<file path="src/rtl/alu_seq_pkg.sv">
// alu_seq_pkg
//   Shared definitions for the ALU sequencer: ALU opcode values, the
//   sequencer state type and the bit positions of the instruction fields.
//   Instruction word layout:
//     [15]    li    load-immediate flag
//     [14:12] op    ALU opcode
//     [11:10] rd    destination / first operand register
//     [9:8]   rs    second operand register
//     [7:0]   imm8  immediate value or signed branch offset
package alu_seq_pkg;

    localparam logic [2:0] ALU_ADD  = 3'd0;
    localparam logic [2:0] ALU_NOT  = 3'd1;
    localparam logic [2:0] ALU_AND  = 3'd2;
    localparam logic [2:0] ALU_OR   = 3'd3;
    localparam logic [2:0] ALU_SRA  = 3'd4;
    localparam logic [2:0] ALU_SLL  = 3'd5;
    localparam logic [2:0] ALU_BEQ  = 3'd6;
    localparam logic [2:0] ALU_BNEQ = 3'd7;

    localparam int LI_BIT  = 15;
    localparam int OP_MSB  = 14;
    localparam int OP_LSB  = 12;
    localparam int RD_MSB  = 11;
    localparam int RD_LSB  = 10;
    localparam int RS_MSB  = 9;
    localparam int RS_LSB  = 8;
    localparam int IMM_MSB = 7;
    localparam int IMM_LSB = 0;

    typedef enum logic [1:0] {
        FETCH = 2'd0,
        EXEC  = 2'd1,
        WB    = 2'd2
    } seq_state_t;

    // Arithmetic/logic opcodes write their result back; the two branch
    // opcodes only steer the PC.
    function automatic logic op_writes_reg(input logic [2:0] op);
        logic writes;
        case (op)
            ALU_ADD, ALU_NOT, ALU_AND, ALU_OR, ALU_SRA, ALU_SLL: writes = 1'b1;
            ALU_BEQ, ALU_BNEQ:                                   writes = 1'b0;
            default:                                             writes = 1'b0;
        endcase
        return writes;
    endfunction

endpackage

</file>
<file path="src/rtl/seq_regfile.sv">
// seq_regfile
//   4 x 8-bit register file for the ALU sequencer.
//   Ports:
//     clk, rst_n          clock, asynchronous active-low clear of all entries
//     raddr_a / rdata_a   combinational read port A
//     raddr_b / rdata_b   combinational read port B
//     we, waddr, wdata    synchronous write port
module seq_regfile (
    input  logic       clk,
    input  logic       rst_n,
    input  logic [1:0] raddr_a,
    output logic [7:0] rdata_a,
    input  logic [1:0] raddr_b,
    output logic [7:0] rdata_b,
    input  logic       we,
    input  logic [1:0] waddr,
    input  logic [7:0] wdata
);

    logic [7:0] regs [4];

    // Storage with a single write port; all entries clear on reset.
    always_ff @(posedge clk or negedge rst_n) begin
        if (!rst_n) begin
            for (int i = 0; i < 4; i++) begin
                regs[i] <= '0;
            end
        end else if (we) begin
            regs[waddr] <= wdata;
        end
    end

    assign rdata_a = regs[raddr_a];
    assign rdata_b = regs[raddr_b];

endmodule

</file>
<file path="src/rtl/alu_sequencer.sv">
// alu_sequencer
//   Multi-cycle fetch / execute / writeback core driving an external,
//   purely combinational 8-bit ALU.
//   Parameters: PC_W (PC / instruction address width), RESET_PC.
//   Ports:
//     clk, rst_n                     clock, asynchronous active-low reset
//     run                            level enable for fetching
//     instr_req, instr_addr          instruction fetch request and address (PC)
//     instr_rdata, instr_valid       instruction word and response strobe
//     alu_a, alu_b, alu_sel          ALU operands R[rd], R[rs] and opcode
//     alu_f, alu_ovf, alu_take_branch ALU result, add overflow, branch decision
//     ovf_flag                       sticky add overflow
//     busy                           low only while parked in FETCH with run=0
//   Optional feature (macro SEQ_RETIRE_EN): adds retire_valid / retire_pc,
//   a one-cycle pulse after each writeback carrying the retired PC.
module alu_sequencer
    import alu_seq_pkg::*;
#(
    parameter int              PC_W     = 8,
    parameter logic [PC_W-1:0] RESET_PC = '0
) (
    input  logic            clk,
    input  logic            rst_n,
    input  logic            run,
    output logic            instr_req,
    output logic [PC_W-1:0] instr_addr,
    input  logic [15:0]     instr_rdata,
    input  logic            instr_valid,
    output logic [7:0]      alu_a,
    output logic [7:0]      alu_b,
    output logic [2:0]      alu_sel,
    input  logic [7:0]      alu_f,
    input  logic            alu_ovf,
    input  logic            alu_take_branch,
    output logic            ovf_flag,
    output logic            busy
`ifdef SEQ_RETIRE_EN
    ,
    output logic            retire_valid,
    output logic [PC_W-1:0] retire_pc
`endif
);

    seq_state_t      state;
    logic [PC_W-1:0] pc;
    logic            li_q;
    logic [1:0]      rd_q;
    logic [7:0]      imm_q;
    logic [7:0]      f_q;
    logic            ovf_q;
    logic            take_q;
    logic            accept;
    logic [7:0]      rdata_a;
    logic [7:0]      rdata_b;
    logic            rf_we;
    logic [7:0]      rf_wdata;

    // Request and busy are gated by rst_n so both read 0 while reset is held,
    // even if run is high.
    assign instr_req  = rst_n && (state == FETCH) && run;
    assign busy       = rst_n && !((state == FETCH) && !run);
    assign accept     = instr_req && instr_valid;
    assign instr_addr = pc;

    assign rf_we    = (state == WB) && (li_q || op_writes_reg(alu_sel));
    assign rf_wdata = li_q ? imm_q : f_q;

    // Operands are read straight from the incoming word so they can be
    // registered onto alu_a/alu_b in the same edge that enters EXEC.
    seq_regfile u_regfile (
        .clk     (clk),
        .rst_n   (rst_n),
        .raddr_a (instr_rdata[RD_MSB:RD_LSB]),
        .rdata_a (rdata_a),
        .raddr_b (instr_rdata[RS_MSB:RS_LSB]),
        .rdata_b (rdata_b),
        .we      (rf_we),
        .waddr   (rd_q),
        .wdata   (rf_wdata)
    );

    // Main sequencer. alu_sel doubles as the captured opcode; the ALU
    // outputs are sampled at the end of EXEC and consumed in WB.
    always_ff @(posedge clk or negedge rst_n) begin
        if (!rst_n) begin
            state    <= FETCH;
            pc       <= RESET_PC;
            li_q     <= 1'b0;
            rd_q     <= '0;
            imm_q    <= '0;
            f_q      <= '0;
            ovf_q    <= 1'b0;
            take_q   <= 1'b0;
            alu_a    <= '0;
            alu_b    <= '0;
            alu_sel  <= '0;
            ovf_flag <= 1'b0;
        end else begin
            case (state)
                FETCH: begin
                    if (accept) begin
                        li_q    <= instr_rdata[LI_BIT];
                        rd_q    <= instr_rdata[RD_MSB:RD_LSB];
                        imm_q   <= instr_rdata[IMM_MSB:IMM_LSB];
                        alu_sel <= instr_rdata[OP_MSB:OP_LSB];
                        alu_a   <= rdata_a;
                        alu_b   <= rdata_b;
                        state   <= EXEC;
                    end
                end
                EXEC: begin
                    f_q    <= alu_f;
                    ovf_q  <= alu_ovf;
                    take_q <= alu_take_branch;
                    state  <= WB;
                end
                WB: begin
                    if (li_q || op_writes_reg(alu_sel)) begin
                        pc <= pc + PC_W'(1);
                        if (!li_q && (alu_sel == ALU_ADD) && ovf_q) begin
                            ovf_flag <= 1'b1;
                        end
                    end else if (take_q) begin
                        pc <= pc + PC_W'($signed(imm_q));
                    end else begin
                        pc <= pc + PC_W'(1);
                    end
                    state <= FETCH;
                end
                default: begin
                    state <= FETCH;
                end
            endcase
        end
    end

`ifdef SEQ_RETIRE_EN
    // Retire pulse follows WB by one cycle; pc still holds the retired
    // instruction's address at the WB edge.
    always_ff @(posedge clk or negedge rst_n) begin
        if (!rst_n) begin
            retire_valid <= 1'b0;
            retire_pc    <= '0;
        end else begin
            retire_valid <= (state == WB);
            if (state == WB) begin
                retire_pc <= pc;
            end
        end
    end
`endif

endmodule

</file>
<file path="config.mk">
export PLATFORM = sky130hd
export DESIGN_NAME = alu_sequencer
export DESIGN_NICKNAME = d
export VERILOG_FILES = /design/src/rtl/alu_seq_pkg.sv /design/src/rtl/seq_regfile.sv /design/src/rtl/alu_sequencer.sv
export SDC_FILE = /design/constraint.sdc
export NUM_CORES = 1
export LEC_CHECK = 0
export BUFFER_PORTS_ARGS = -buffer_cell sky130_fd_sc_hd__buf_2
export CORE_MARGIN = 10
export CORE_UTILIZATION = 40
export CTS_BUF_LIST = sky130_fd_sc_hd__clkbuf_8
export DETAILED_ROUTE_END_ITERATION = 8
export SLEW_MARGIN = 40
export SYNTH_ARGS = -nofsm -noshare
export SYNTH_HDL_FRONTEND = slang
export SYNTH_SLANG_ARGS = --single-unit
</file>
<file path="constraint.sdc">
create_clock -name clk -period 4.92 [get_ports clk]
set_input_delay 0.984 -clock clk [delete_from_list [all_inputs] [get_ports clk]]
set_output_delay 0.984 -clock clk [all_outputs]
set_load 0.01 [all_outputs]
</file>
* After elaboration in Yosys (flattened, before gate mapping)
Memory sizes are Yosys's and may differ from the RTL's.
Cells that the tools add are included.
** Cells by class
- Reductions and logical operators :: 18
- $add $sub $neg :: 2
- Eq/ne operators :: 3
- Muxes and demuxes :: 15
- $lt $le $gt $ge :: 4
- Bitwise operators :: 3
** Operators by type and width (number)
- 8-bit 2-to-1 mux :: 8
- 8-bit binary-select mux with 2-bit select :: 2
- 32-bit bitwise mux :: 1
- 8-bit demux with 2-bit select :: 1
- 3-bit >= comparator, second input constant :: 3
- 1-bit logical AND :: 9
- 2-bit NOT with 3-bit output :: 3
- 8-bit by 1-bit adder with 8-bit output, second input constant :: 1
- 8-bit adder :: 1
- 2-bit case mux with 2 select lines :: 1
- 1-bit logical NOT :: 3
- 3-bit logical NOT :: 1
- 3-bit by 1-bit less-than comparator with 1-bit output, second input constant :: 1
- 3-bit AND reduction :: 1
- 2-bit by 1-bit equality test with 1-bit output, second input constant :: 1
- 2-bit equality test, second input constant :: 1
- 2-bit logical NOT :: 1
- 1-bit logical OR :: 2
- 2-bit 2-to-1 mux :: 1
- 2-bit inequality test, second input constant :: 1
- 2-bit AND reduction :: 1
- 1-bit 2-to-1 mux :: 1
** Word-level totals
- Output and inout port bits :: 30
- Memories kept :: 2
- Input bits :: 30
- Bits in read-only memories :: 16
- Logic and storage cells :: 63
- Flip-flop bits (word level) :: 83
** Memories
- (no name shown) :: depth 8, width 1, read ports 1, clocked after Yosys merged registers in 0, wr ports 0, RTL line alu_seq_pkg.sv:41 : case (op)
- (no name shown) :: depth 8, width 1, read ports 1, clocked after Yosys merged registers in 0, wr ports 0, RTL line alu_seq_pkg.sv:41

* Longest topological paths before layout
Gate-level depths: netlist of run 1.
- Word-level depth :: 6
- Gate-level depth with buffers :: 8
- Mapped depth without buffers :: 8

* By module
Synthesis of run 1 repeated with hierarchy kept, for this count alone.
** Unflattened totals
- Cells, all modules :: 292
- Area total of the unflattened synthesis :: 4103.9 um^2
** By module, submodules not included
- alu_sequencer :: sequential area each 1276.2 um^2, area each 2513.7 um^2, cells an instance 204, times used 1
- seq_regfile :: sequential area each 800.8 um^2, area each 1590.3 um^2, cells an instance 88, times used 1

* Worst setup path after synthesis of run 1
Ideal clock, no wire load.
- Path type :: input port to output port
- Start point :: in rst_n
- End point :: out instr_req
- Path slack :: 2.609 ns
- Buffers on the path :: 0
- Data arrival time :: 1.327 ns
- Cell stages on the path :: 2
- Cell sequence :: nand2_1 -> nor3_1
** Between the ends
- Longest elaborated chain between the ends :: 2
** RTL lines
- start: declaration :: RTL line alu_sequencer.sv:23 : input logic rst_n,
- 1-bit logical AND (2 in a row) :: RTL line alu_sequencer.sv:60 : assign instr_req = rst_n && (state == FETCH) && run;
- end: declaration :: RTL line alu_sequencer.sv:25 : output logic instr_req,
No other way between the ends.

* Worst setup path after layout of run 1
Ends and elaborated chain as after synthesis.

==> metrics.md, run 1 <==
| Metric | Value |
|---|---|
| Vias in the first global route | 2,957 |
| Sequential Area | 2080 um^2 |
| Pwr/cell area | 513 nW/um^2 |
| Sequential area share after synthesis | 51.9% |
| Area Growth Syn to Fin | 14.5% |
| Critical Path RT | 3940 ps |
| Switching Share | 34.9% |
| Reg2reg start | instr_addr[0] |
| Tightest Hold Check Type | flop to flop |
| Io pins | 60 |
| Largest net degree at the start of global routing | 38 |
| GPL Wtd Cong | 0.820 |
| Int Power | 1530 uW |
| Detail Route Antenna Nets | 0 |
| Die X | 120 um |
| Worst R2R Setup Slack | 2760 ps |
| CTS Buffer Depth | 2 |
| Max stage delay on crit path | 230 ps |
| Initial DRC Count | 160 |
| Layout cell share with drive strength beyond 1 | 35.4% |
| Final setup margin | 2280 ps |
| Gr ovfl total | 0 |
| Post-synth top area share | 51.9% |
| Setup bufs post-CTS | 0 |
| Worst vdd ir | 0.000211 V |
| Startpoint types | input port |
| DR vias/cell | 5.22 |
| Pre-CTS WS | 2260 ps |
| Placed wire-length estimate | 6.42 mm |
| Critical path class | input port to primary output |
| Worst EP arrival | 1650 ps |
| Die area | 14,400 um^2 |
| WL/cell | 17.0 um |
| Final worst-path cycle share | 53.6% |
| Via count | 2,712 |
| Worst path slowest cell | buf_4 |
| Crit-path cells | buf_4, nand2_1, nor3_1, buf_2 |
| Setup_tns | 0 ps |
| Max-Cap Viols | 0 |
| First-pass GRT wire length | 14.8 mm |
| Crit-path leading delay family | buffers and inverters |
| Clk slew on worst S/H paths | 80 ps |
| Starting Density | 40.9% |
| Synth Cell Area | 4000 um^2 |
| Worst hold stages | 1 |
| HP Start | ovf_flag |
| Worst Hold End | ovf_flag |
| Pleak | 0.00210 uW |
| Cts-stage hold buffer count | 0 |
| Gate power share | 33.3% |
| N_diodes | 0 |
| Clock tree sinks | 83 |
| TritonCTS clock tree | built |
| Final hold violations | 0 |
| Status | completed |
| Fillers | 926 |
| Syn Inst Count | 326 |
| Clk_skew | 8.18 ps |
| Die Ht | 120 um |
| Unrepaired setup endpoints after global routing | false |
| Reg-to-Reg End | instr_addr[6] |
| Yosys top cell by area | dfrtp_1 |
| Root Buffer | clkbuf_8 |
| Slew Viols, Final | 0 |
| Cell variety after synth | 45 |
| Worst-margin pin slew | 688 ps |
| Synth top cells by count | dfrtp_1 (83), mux2_2 (40), nand2_1 (33), o21ai_0 (29), a21oi_1 (17) |
| Primary FF master, synth | dfrtp_1 |
| Most numerous cell in the Yosys netlist | dfrtp_1 |
| Flop pwr share | 48.4% |
| Top cells by area, synth | dfrtp_1 (52%), mux2_2 (11%), mux4_2 (9.0%), o21ai_0 (3.6%), nand2_1 (3.1%) |
| FP Rows | 36 |
| Worst Path Max Fanout | 18 |
| Synth warn | 0 |
| CP endpoint kind | primary output |
| Clk pwr share | 18.4% |
| P_sw | 819 uW |
| Worst path bufs/invs | 2 |
| All-Layer GR Usage | 12.9% |
| Final WL | 8.83 mm |
| Mean area per synthesized cell | 12.3 um^2 |
| Area of the multi-input gates | 1820 um^2 |
| Clk Latency, worst-skew pair | 350 ps |
| Final setup fails | 0 |
| Number of synthesized flops with an enable pin | 0 |
| Reg2Reg Depth | 8 |
| Minimum clock period | 2640 ps |
| Total CTS buffers | 9 |
| CTS H-tree depth | 3 |
| Rel. slew slack | 54.0% |
| Drc violations | 0 |
| Buffers added on ports | 59 |
| #FFs+latches synth | 83 |
| Total core area | 9770 um^2 |
| Mapped Nets | 365 |
| Resize count post-CTS | 0 |
| Synth async-reset ratio | 100% |
| Nets | 421 |
| Pre-antenna DRT Iters | 4 |
| Max Clock Freq | 379 MHz |
| Initial antenna violation count | 0 |
-- power groups by stage --
stage / Clock [uW] / Combinational, uW / Sequential, uW
after detailed placement: 0 / 791 / 1150
after CTS: 443 / 794 / 1140
after global routing: 479 / 878 / 1180
final: 431 / 781 / 1140
after floorplan: 0 / 541 / 1130
after global placement: 0 / 768 / 1140
-- layer usage --
| layer | routed length (um) | track usage (%) | vias to the layer above | part of all wire, % |
|---|---|---|---|---|
| li1 | - | - | 1311 | - |
| met1 | 4020 | 16.3 | 1348 | 46 |
| met2 | 4320 | 20.6 | 45 | 49 |
| met3 | 392 | 3.66 | 8 | 4.4 |
| met4 | 89 | 4.45 | 0 | 1.0 |
| met5 | 0 | 0 | - | 0 |
-- through the flow --
step                      total power (uW)  hold slack [ps]  instance area (um^2)  utilization [%]  std cells
after floorplan                       1670              461                  4000                -        326
after global placement                1910              459                  4390             44.9        503
after detailed placement              1950              468                  4410             45.1        504
after CTS                             2380              479                  4580             46.9        520
after global routing                  2540              478                  4580             46.9        520
final                                 2350              483                  4580             46.9        520
-- cell usage in the layout (no fill, tap or decap), drive strengths merged, types with 2 or more instances in the layout --
cell	count
a21o	3
a21oi	17
a31oi	2
buf	62
clkbuf	9
clkinv	4
clkinvlp	2
dfrtp	83
ha	8
inv	6
mux2	40
mux2i	8
mux4	16
nand2	33
nand2b	2
nand3	7
nand4	5
nand4b	3
nor2	15
nor2b	3
nor3	4
nor4	3
o21ai	29
xnor2	3
xor2	2
-- registers in the layout, summed over array words and instances (netlist names) --
name,cells
alu_sel,3
take_q,1
alu_a,8
u_regfile.regs,32
f_q,8
ovf_flag,1
alu_b,8
imm_q,8
rd_q,2
state,2
li_q,1
instr_addr,8
ovf_q,1
-- cells by family (layout without fill, tap and decap cells) --
logic type | count (synthesis) | in the layout | synth area share, %
AND/OR/NAND/NOR | 81 | 81 | 10.0
flip-flops | 83 | 83 | 51.9
adder cells (fa/ha/maj) | 9 | 9 | 3.00
AO/OA/AOI/OAI | 62 | 62 | 8.98
multiplexers | 64 | 64 | 22.3
buffers and inverters | 22 | 83 | 2.69
XOR/XNOR | 5 | 5 | 1.09
-- how the worst max path moves through the flow --
| stage | start | to | slack, ps | depth (start not counted) |
|---|---|---|---|---|
| 2_1_floorplan | rst_n | instr_req | 2610 | 2 |
| 3_3_place_gp | rst_n | instr_req | 2270 | 4 |
| 3_5_place_dp | rst_n | instr_req | 2260 | 4 |
| 4_1_cts | rst_n | instr_req | 2260 | 4 |
| 5_1_grt | rst_n | instr_req | 2200 | 4 |
| 6_report | rst_n | instr_req | 2280 | 4 |
-- area by class of cell --
type / count / share of cell area [%]
clock inverters: 7 / 0.956
inverters: 5 / 0.410
repair buffers: 62 / 7.27
flip-flops and latches: 83 / 45.3
multi-input cells: 221 / 39.7
well taps: 133 / 3.63
clock buffers: 9 / 2.70
(Power assumes the default switching activity.)
==> run 2, diff against run 1 <==
==> constraint.sdc (replaced) <==
create_clock -name clk -period 2.7 [get_ports clk]
set_input_delay 0.54 -clock clk [delete_from_list [all_inputs] [get_ports clk]]
set_output_delay 0.54 -clock clk [all_outputs]
set_load 0.01 [all_outputs]
==> metrics.md, run 2 (same netlist as run 1, synthesis figures left out) <==
| Metric | Value |
|---|---|
| CTS H-tree depth | 3 (unchanged) |
| Clock tree sinks | 83 (unchanged) |
| GPL Wtd Cong | 0.811 (-1.1%) |
| Die X | 120 um (unchanged) |
| Worst Path Max Fanout | 7 (-11) |
| Startpoint types | flop |
| Status | completed |
| Minimum clock period | 2040 ps |
| Total core area | 9770 um^2 (unchanged) |
| Die Ht | 120 um (unchanged) |
| Unrepaired setup endpoints after global routing | false |
| Initial DRC Count | 141 (-12%) |
| Starting Density | 40.9% (unchanged) |
| All-Layer GR Usage | 13.0% (+0.099 points) |
| Max reg flops | 32 (unchanged) |
| Pwr/cell area | 956 nW/um^2 (+87%) |
| Clk Latency, worst-skew pair | 370 ps (+20 ps) |
| First-pass GRT wire length | 15.0 mm (+0.93%) |
| Reg2reg start | instr_addr[0] |
| Cts-stage hold buffer count | 0 (unchanged) |
| Commonest non-fill, non-tap cell in the layout | dfrtp_1 |
| Final hold violations | 0 (unchanged) |
| Drc violations | 0 (unchanged) |
| Slew Viols, Final | 0 (unchanged) |
| Area of the multi-input gates | 1820 um^2 (-0.14%) |
| Final setup fails | 0 (unchanged) |
| GR Util met2 | 20.9% (+0.24 points) |
| Critical Path RT | 2950 ps (-990 ps) |
| Critical path class | flop to flop |
| WL/cell | 17.1 um (+0.84%) |
| DR vias/cell | 5.22 (about the same) |
| Final WL | 8.97 mm (+1.6%) |
| Util after Layout | 47.5% (+0.61 points) |
| N_diodes | 0 (unchanged) |
| GR Util met3 | 3.66% (unchanged) |
| TritonCTS clock tree | built |
| Reg-to-Reg End | instr_addr[6] |
| Layout cell share with drive strength beyond 1 | 35.8% (+0.41 points) |
| Buffers added on ports | 59 (unchanged) |
| Via count | 2,733 (+0.77%) |
| Die area | 14,400 um^2 (unchanged) |
| Setup bufs post-CTS | 0 (unchanged) |
| Setup_tns | 0 ps (unchanged) |
| Area Growth Syn to Fin | 16.0% |
| Clk slew on worst S/H paths | 90 ps (about the same) |
| Inst Count DP | 508 (+0.79%) |
| CP endpoint kind | flop |
| Fillers | 939 (+1.4%) |
| Gr ovfl total | 0 (unchanged) |
| Tightest Hold Check Type | input port to asynchronous set/reset pin |
| Worst-margin pin slew | 667 ps (-20.6 ps) |
| Final worst-path cycle share | 75.6% |
| Detail Route Antenna Nets | 0 (unchanged) |
| Reg2Reg Depth | 8 (unchanged) |
| Layer carrying the most global-route usage | met2 |
| Worst EP arrival | 2290 ps (+640 ps) |
| DP Area | 4430 um^2 (+0.43%) |
| Worst vdd ir | 0.000467 V (+120%) |
| Largest net degree at the start of global routing | 84 (+120%) |
| Pleak | 0.00212 uW (+1.4%) |
| GRT met1 Usage | 16.2% (-0.12 points) |
| Pre-antenna DRT Iters | 4 (unchanged) |
| Total CTS buffers | 9 (unchanged) |
| Rel. slew slack | 55.5% (+1.5 points) |
| CTS Buffer Depth | 2 (unchanged) |
| Initial antenna violation count | 0 (unchanged) |
| Largest Register | u_regfile.regs |
| Placed wire-length estimate | 6.51 mm (+1.3%) |
| Fin area | 4640 um^2 (+1.3%) |
| Root Buffer | clkbuf_8 |
| Vias in the first global route | 2,895 (-2.1%) |
| Most frequent cells in the layout | dfrtp_1 (83), buf_2 (58), mux2_2 (40), nand2_1 (33), o21ai_0 (29) |
| Resize count post-CTS | 0 (unchanged) |
| Clk_skew | 13.0 ps (+4.79 ps) |
| FP Rows | 36 (unchanged) |
| Nets | 425 (+0.95%) |
| Final cell count without fillers | 524 (+0.77%) |
| Sequential Area | 2080 um^2 (unchanged) |
| Max-Cap Viols | 0 (unchanged) |
| Max Clock Freq | 490 MHz |
| Worst R2R Setup Slack | 660 ps (-2100 ps) |
| Io pins | 60 (unchanged) |
## run 2: changes by cell type in the layout (fill, tap and decap cells not counted)
cell / change
bufinv_16: +1
inv_8: +1
clkinv_2: -4
inv_6: +2
nor2b_2: -1
buf_4: +4
clkbuf_8: +1
nor2b_1: +1
buf_12: -1
## run 2: area by class of cell
type                            count  area share, %
Sequential cell                    83           44.8
Multi-Input combinational cell    221           39.1
Timing Repair Buffer               66           7.68
Tap cell                          133           3.59
Clock buffer                        9           2.67
Clock inverter                      7           1.78
Inverter                            5          0.404
## run 2: where the power goes
part	internal (uW)	leakage (uW)	total, uW	switching, uW
Sequential	1700	0.00104	2060	359
Clock	443	0.0000988	940	497
Combinational	760	0.000989	1440	679
Total	2900	0.00212	4440	1530
## run 2: routing by layer
layer	up-vias	wire length (um)
li1	1315	-
met1	1348	4080
met2	58	4270
met3	12	471
met4	0	140
met5	-	0
## run 2: how the worst max path moves through the flow
stage | slack, ps | cells past startpoint | end | from
2_1_floorplan | 760 | 8 | instr_addr[6] | instr_addr[0]
4_1_cts | 640 | 8 | instr_addr[6] | instr_addr[0]
6_report | 660 | 8 | instr_addr[6] | instr_addr[0]
3_5_place_dp | 640 | 8 | instr_addr[6] | instr_addr[0]
5_1_grt | 480 | 8 | instr_addr[6] | instr_addr[0]
3_3_place_gp | 710 | 8 | instr_addr[6] | instr_addr[0]
## run 2: critical path, stage by stage, from the launching register on
cell and delay [ps]:
dfrtp_1 460, ha_1 200, inv_1 60, fa_1 400, nor2b_1 120, o21ai_0 90
o21ai_0 220, xor2_1 90, a221o_1 290
## run 2: metrics by stage
stage | hold slack (ps) | setup slack (ps) | power (uW)
floorplan | 244 | 756 | 3040
global placement | 460 | 709 | 3490
detailed placement | 469 | 642 | 3550
CTS | 373 | 644 | 4500
global route | 396 | 484 | 4780
finish | 295 | 658 | 4440
==> run 3, diff against run 2 <==
--- a/config.mk
+++ b/config.mk
@@ -5,6 +5,7 @@
 export SDC_FILE = /design/constraint.sdc
 export NUM_CORES = 1
 export LEC_CHECK = 0
+export ABC_AREA = 1
 export BUFFER_PORTS_ARGS = -buffer_cell sky130_fd_sc_hd__buf_2
 export CORE_MARGIN = 10
 export CORE_UTILIZATION = 40
==> constraint.sdc (replaced) <==
create_clock -name clk -period 2.04 [get_ports clk]
set_input_delay 0.408 -clock clk [delete_from_list [all_inputs] [get_ports clk]]
set_output_delay 0.408 -clock clk [all_outputs]
set_load 0.01 [all_outputs]
==> metrics.md, run 3 <==
| Metric | Value |
|---|---|
| Setup bufs post-CTS | 0 (unchanged) |
| CTS Buffer Depth | 2 (unchanged) |
| Via count | 3,635 (+33%) |
| Primary FF master, synth | dfrtp_1 |
| Pre-antenna DRT Iters | 7 (+3) |
| Placed wire-length estimate | 7.88 mm (+21%) |
| Worst Setup SP | state[0] |
| Nets | 631 (+48%) |
| Slew Viols, Final | 0 (unchanged) |
| Final setup fails | 0 (unchanged) |
| Post-synth top area share | 48.5% (-3.5 points) |
| Root Buffer | clkbuf_8 |
| Clk pwr share | 21.4% (+0.2 points) |
| Final hold violations | 0 (unchanged) |
| Minimum clock period | 1630 ps |
| Mapped Nets | 571 (+56%) |
| Startpoint types | flop |
| Clock tree sinks | 83 (unchanged) |
| Critical Path RT | 1630 ps (-1320 ps) |
| Worst-margin pin slew | 596 ps (-70.9 ps) |
| Die X | 124 um (+2.9%) |
| Area Growth Syn to Fin | 14.6% |
| Critical path class | flop to primary output |
| Max Clock Freq | 613 MHz |
| Sequential area share after synthesis | 48.5% (-3.5 points) |
| Commonest non-fill, non-tap cell in the layout | nand2_1 |
| Top cells by area, synth | dfrtp_1 (48%), nand2_1 (17%), o21ai_0 (6.1%), a21oi_1 (4.6%), inv_1 (4.2%) |
| Total CTS buffers | 9 (unchanged) |
| N_diodes | 0 (unchanged) |
| Gr ovfl total | 0 (unchanged) |
| Final WL | 10.9 mm (+21%) |
| P_sw | 1960 uW (+28%) |
| Util after Layout | 47.4% (-0.11 points) |
| Syn Inst Count | 532 (+63%) |
| First-pass GRT wire length | 17.7 mm (+19%) |
| Initial antenna violation count | 0 (unchanged) |
| Max-Cap Viols | 0 (unchanged) |
| Tightest Hold Check Type | input port to asynchronous set/reset pin |
| #FFs+latches synth | 83 (unchanged) |
| Final worst-path cycle share | 80.0% |
| Drc violations | 0 (unchanged) |
| Synth Cell Area | 4290 um^2 (+7.1%) |
| Cts-stage hold buffer count | 0 (unchanged) |
| Worst EP arrival | 1220 ps (-1070 ps) |
| Inst Count DP | 717 (+41%) |
| Detail Route Antenna Nets | 0 (unchanged) |
| Die Ht | 124 um (+2.9%) |
| Io pins | 60 (unchanged) |
| WL/cell | 14.9 um (-13%) |
| Mux contribution to synthesized area | 4.20% (-18 points) |
| TritonCTS clock tree | built |
| Unrepaired setup endpoints after global routing | false |
| Most numerous cell in the Yosys netlist | nand2_1 |
| Mean area per synthesized cell | 8.06 um^2 (-34%) |
| Flop pwr share | 47.2% (+0.8 points) |
| Post-layout power | 5380 uW (+21%) |
| Rel. slew slack | 59.8% (+4.3 points) |
| Total core area | 10,400 um^2 (+6.1%) |
| Clk_skew | 13.6 ps (+0.594 ps) |
| Fin area | 4910 um^2 (+5.9%) |
| All-Layer GR Usage | 14.5% (+1.6 points) |
| Starting Density | 41.3% (+0.40 points) |
| Most frequent cells in the layout | nand2_1 (189), dfrtp_1 (83), buf_2 (58), o21ai_0 (52), inv_1 (49) |
| Int Power | 3420 uW (+18%) |
| Gate power share | 31.4% (-1.0 points) |
| CTS H-tree depth | 3 (unchanged) |
| Reg2reg start | instr_addr[0] |
| Status | completed |
| Compound-Gate Fraction of Synth Area | 12.4% (+3.5 points) |
| Die area | 15,300 um^2 (+5.9%) |
| Xor-xnor portion of the synthesized cell area | 0.409% (-0.69 points) |
| Initial DRC Count | 237 (+68%) |
| Synth async-reset ratio | 100% (unchanged) |
| Pwr/cell area | 1100 nW/um^2 (+15%) |
| Synth warn | 0 (unchanged) |
| Simple-gate area share of the yosys netlist | 24.6% (+15 points) |
| Setup_tns | 0 ps (unchanged) |
| Final cell count without fillers | 731 (+40%) |
| Max reg flops | 32 (unchanged) |
| Worst Path Max Fanout | 3 (-4) |
| Clk Latency, worst-skew pair | 360 ps (about the same) |
| Number of synthesized flops with an enable pin | 0 (unchanged) |
| Clk slew on worst S/H paths | 90 ps (about the same) |
| Main combinational cell family by area after synthesis | simple AND/OR/NAND/NOR gates |
| Adder-Cell Fraction of Synth Area | 2.80% (-0.20 points) |
| Buffers added on ports | 59 (unchanged) |
| Pleak | 0.00257 uW (+21%) |
| DR vias/cell | 4.97 (-4.7%) |
| Worst vdd ir | 0.000404 V (-13%) |
| CP endpoint kind | primary output |
| Vias in the first global route | 3,581 (+24%) |
| Fillers | 1,051 (+12%) |
| Yosys top cell by area | dfrtp_1 |
| Largest Register | u_regfile.regs |
| Cell variety after synth | 30 (-33%) |
| Largest net degree at the start of global routing | 84 (unchanged) |
| Layout cell share with drive strength beyond 1 | 18.3% (-17 points) |
| Resize count post-CTS | 0 (unchanged) |
| Switching Share | 36.5% (+1.9 points) |
| DP Area | 4730 um^2 (+6.7%) |
| GPL Wtd Cong | 0.906 (+12%) |
| FP Rows | 37 (+2.8%) |
| Synth top cells by count | nand2_1 (189), dfrtp_1 (83), o21ai_0 (52), inv_1 (48), a21oi_1 (39) |
==> run 3: cell families after synthesis <==
family / count (synthesis)
adders and majority gates: 9
muxes: 16
xor gates and xnor gates: 2
DFF: 83
and+or+nand+nor: 248
AOI/OAI and AO/OA: 102
buffers and inverters: 72
==> run 3: worst max-delay path, stage by stage, from the launching register on <==
cell and delay (ps):
dfrtp_1 450, nor2_1 120, inv_1 80, nor2_2 90, buf_2 140
==> run 3: through the flow <==
step,hold WS [ps],setup slack [ps]
4_1_cts,125,382
2_1_floorplan,112,468
3_3_place_gp,461,435
5_1_grt,140,268
3_5_place_dp,460,425
6_report,76.7,408
==> run 3: worst paths after layout <==
path / to / slack [ps] / cells past startpoint
max: instr_req / 410 / 4
max reg2reg: instr_addr[2] / 410 / 8
min in group clk: imm_q[7] / 240 / 3
min reg2reg: alu_b[1] / 480 / 2
max in group asynchronous: u_regfile.regs[14] / 1580 / 2
min: imm_q[7] / 80 / 2
==> run 3: power by group through the flow <==
stage          sequential (uW)  clock (uW)  combinational (uW)
3_5_place_dp              2570           0                1700
4_1_cts                   2540        1170                1720
6_report                  2540        1150                1690
3_3_place_gp              2550           0                1660
5_1_grt                   2600        1240                1950
2_1_floorplan             2540           0                1120
==> run 3: cell type report <==
| type | count | area, um^2 | area share (%) |
|---|---|---|---|
| clock buffer | 10 | 138 | 2.80 |
| clock inverter | 4 | 43.8 | 0.891 |
| inverter | 53 | 199 | 4.05 |
| multi-input combinational | 377 | 1910 | 38.8 |
| sequential | 83 | 2080 | 42.3 |
| tap | 136 | 170 | 3.46 |
| timing repair buffer | 68 | 378 | 7.69 |
==> run 3: per-layer routing <==
metal  up-vias  GRT usage [%]  share of wire (%)
met5         -              0                  0
met3        14           2.32                4.3
met1      1711           18.9                 47
met4         0           6.48                2.0
met2        72           23.4                 47
li1       1838              -                  -
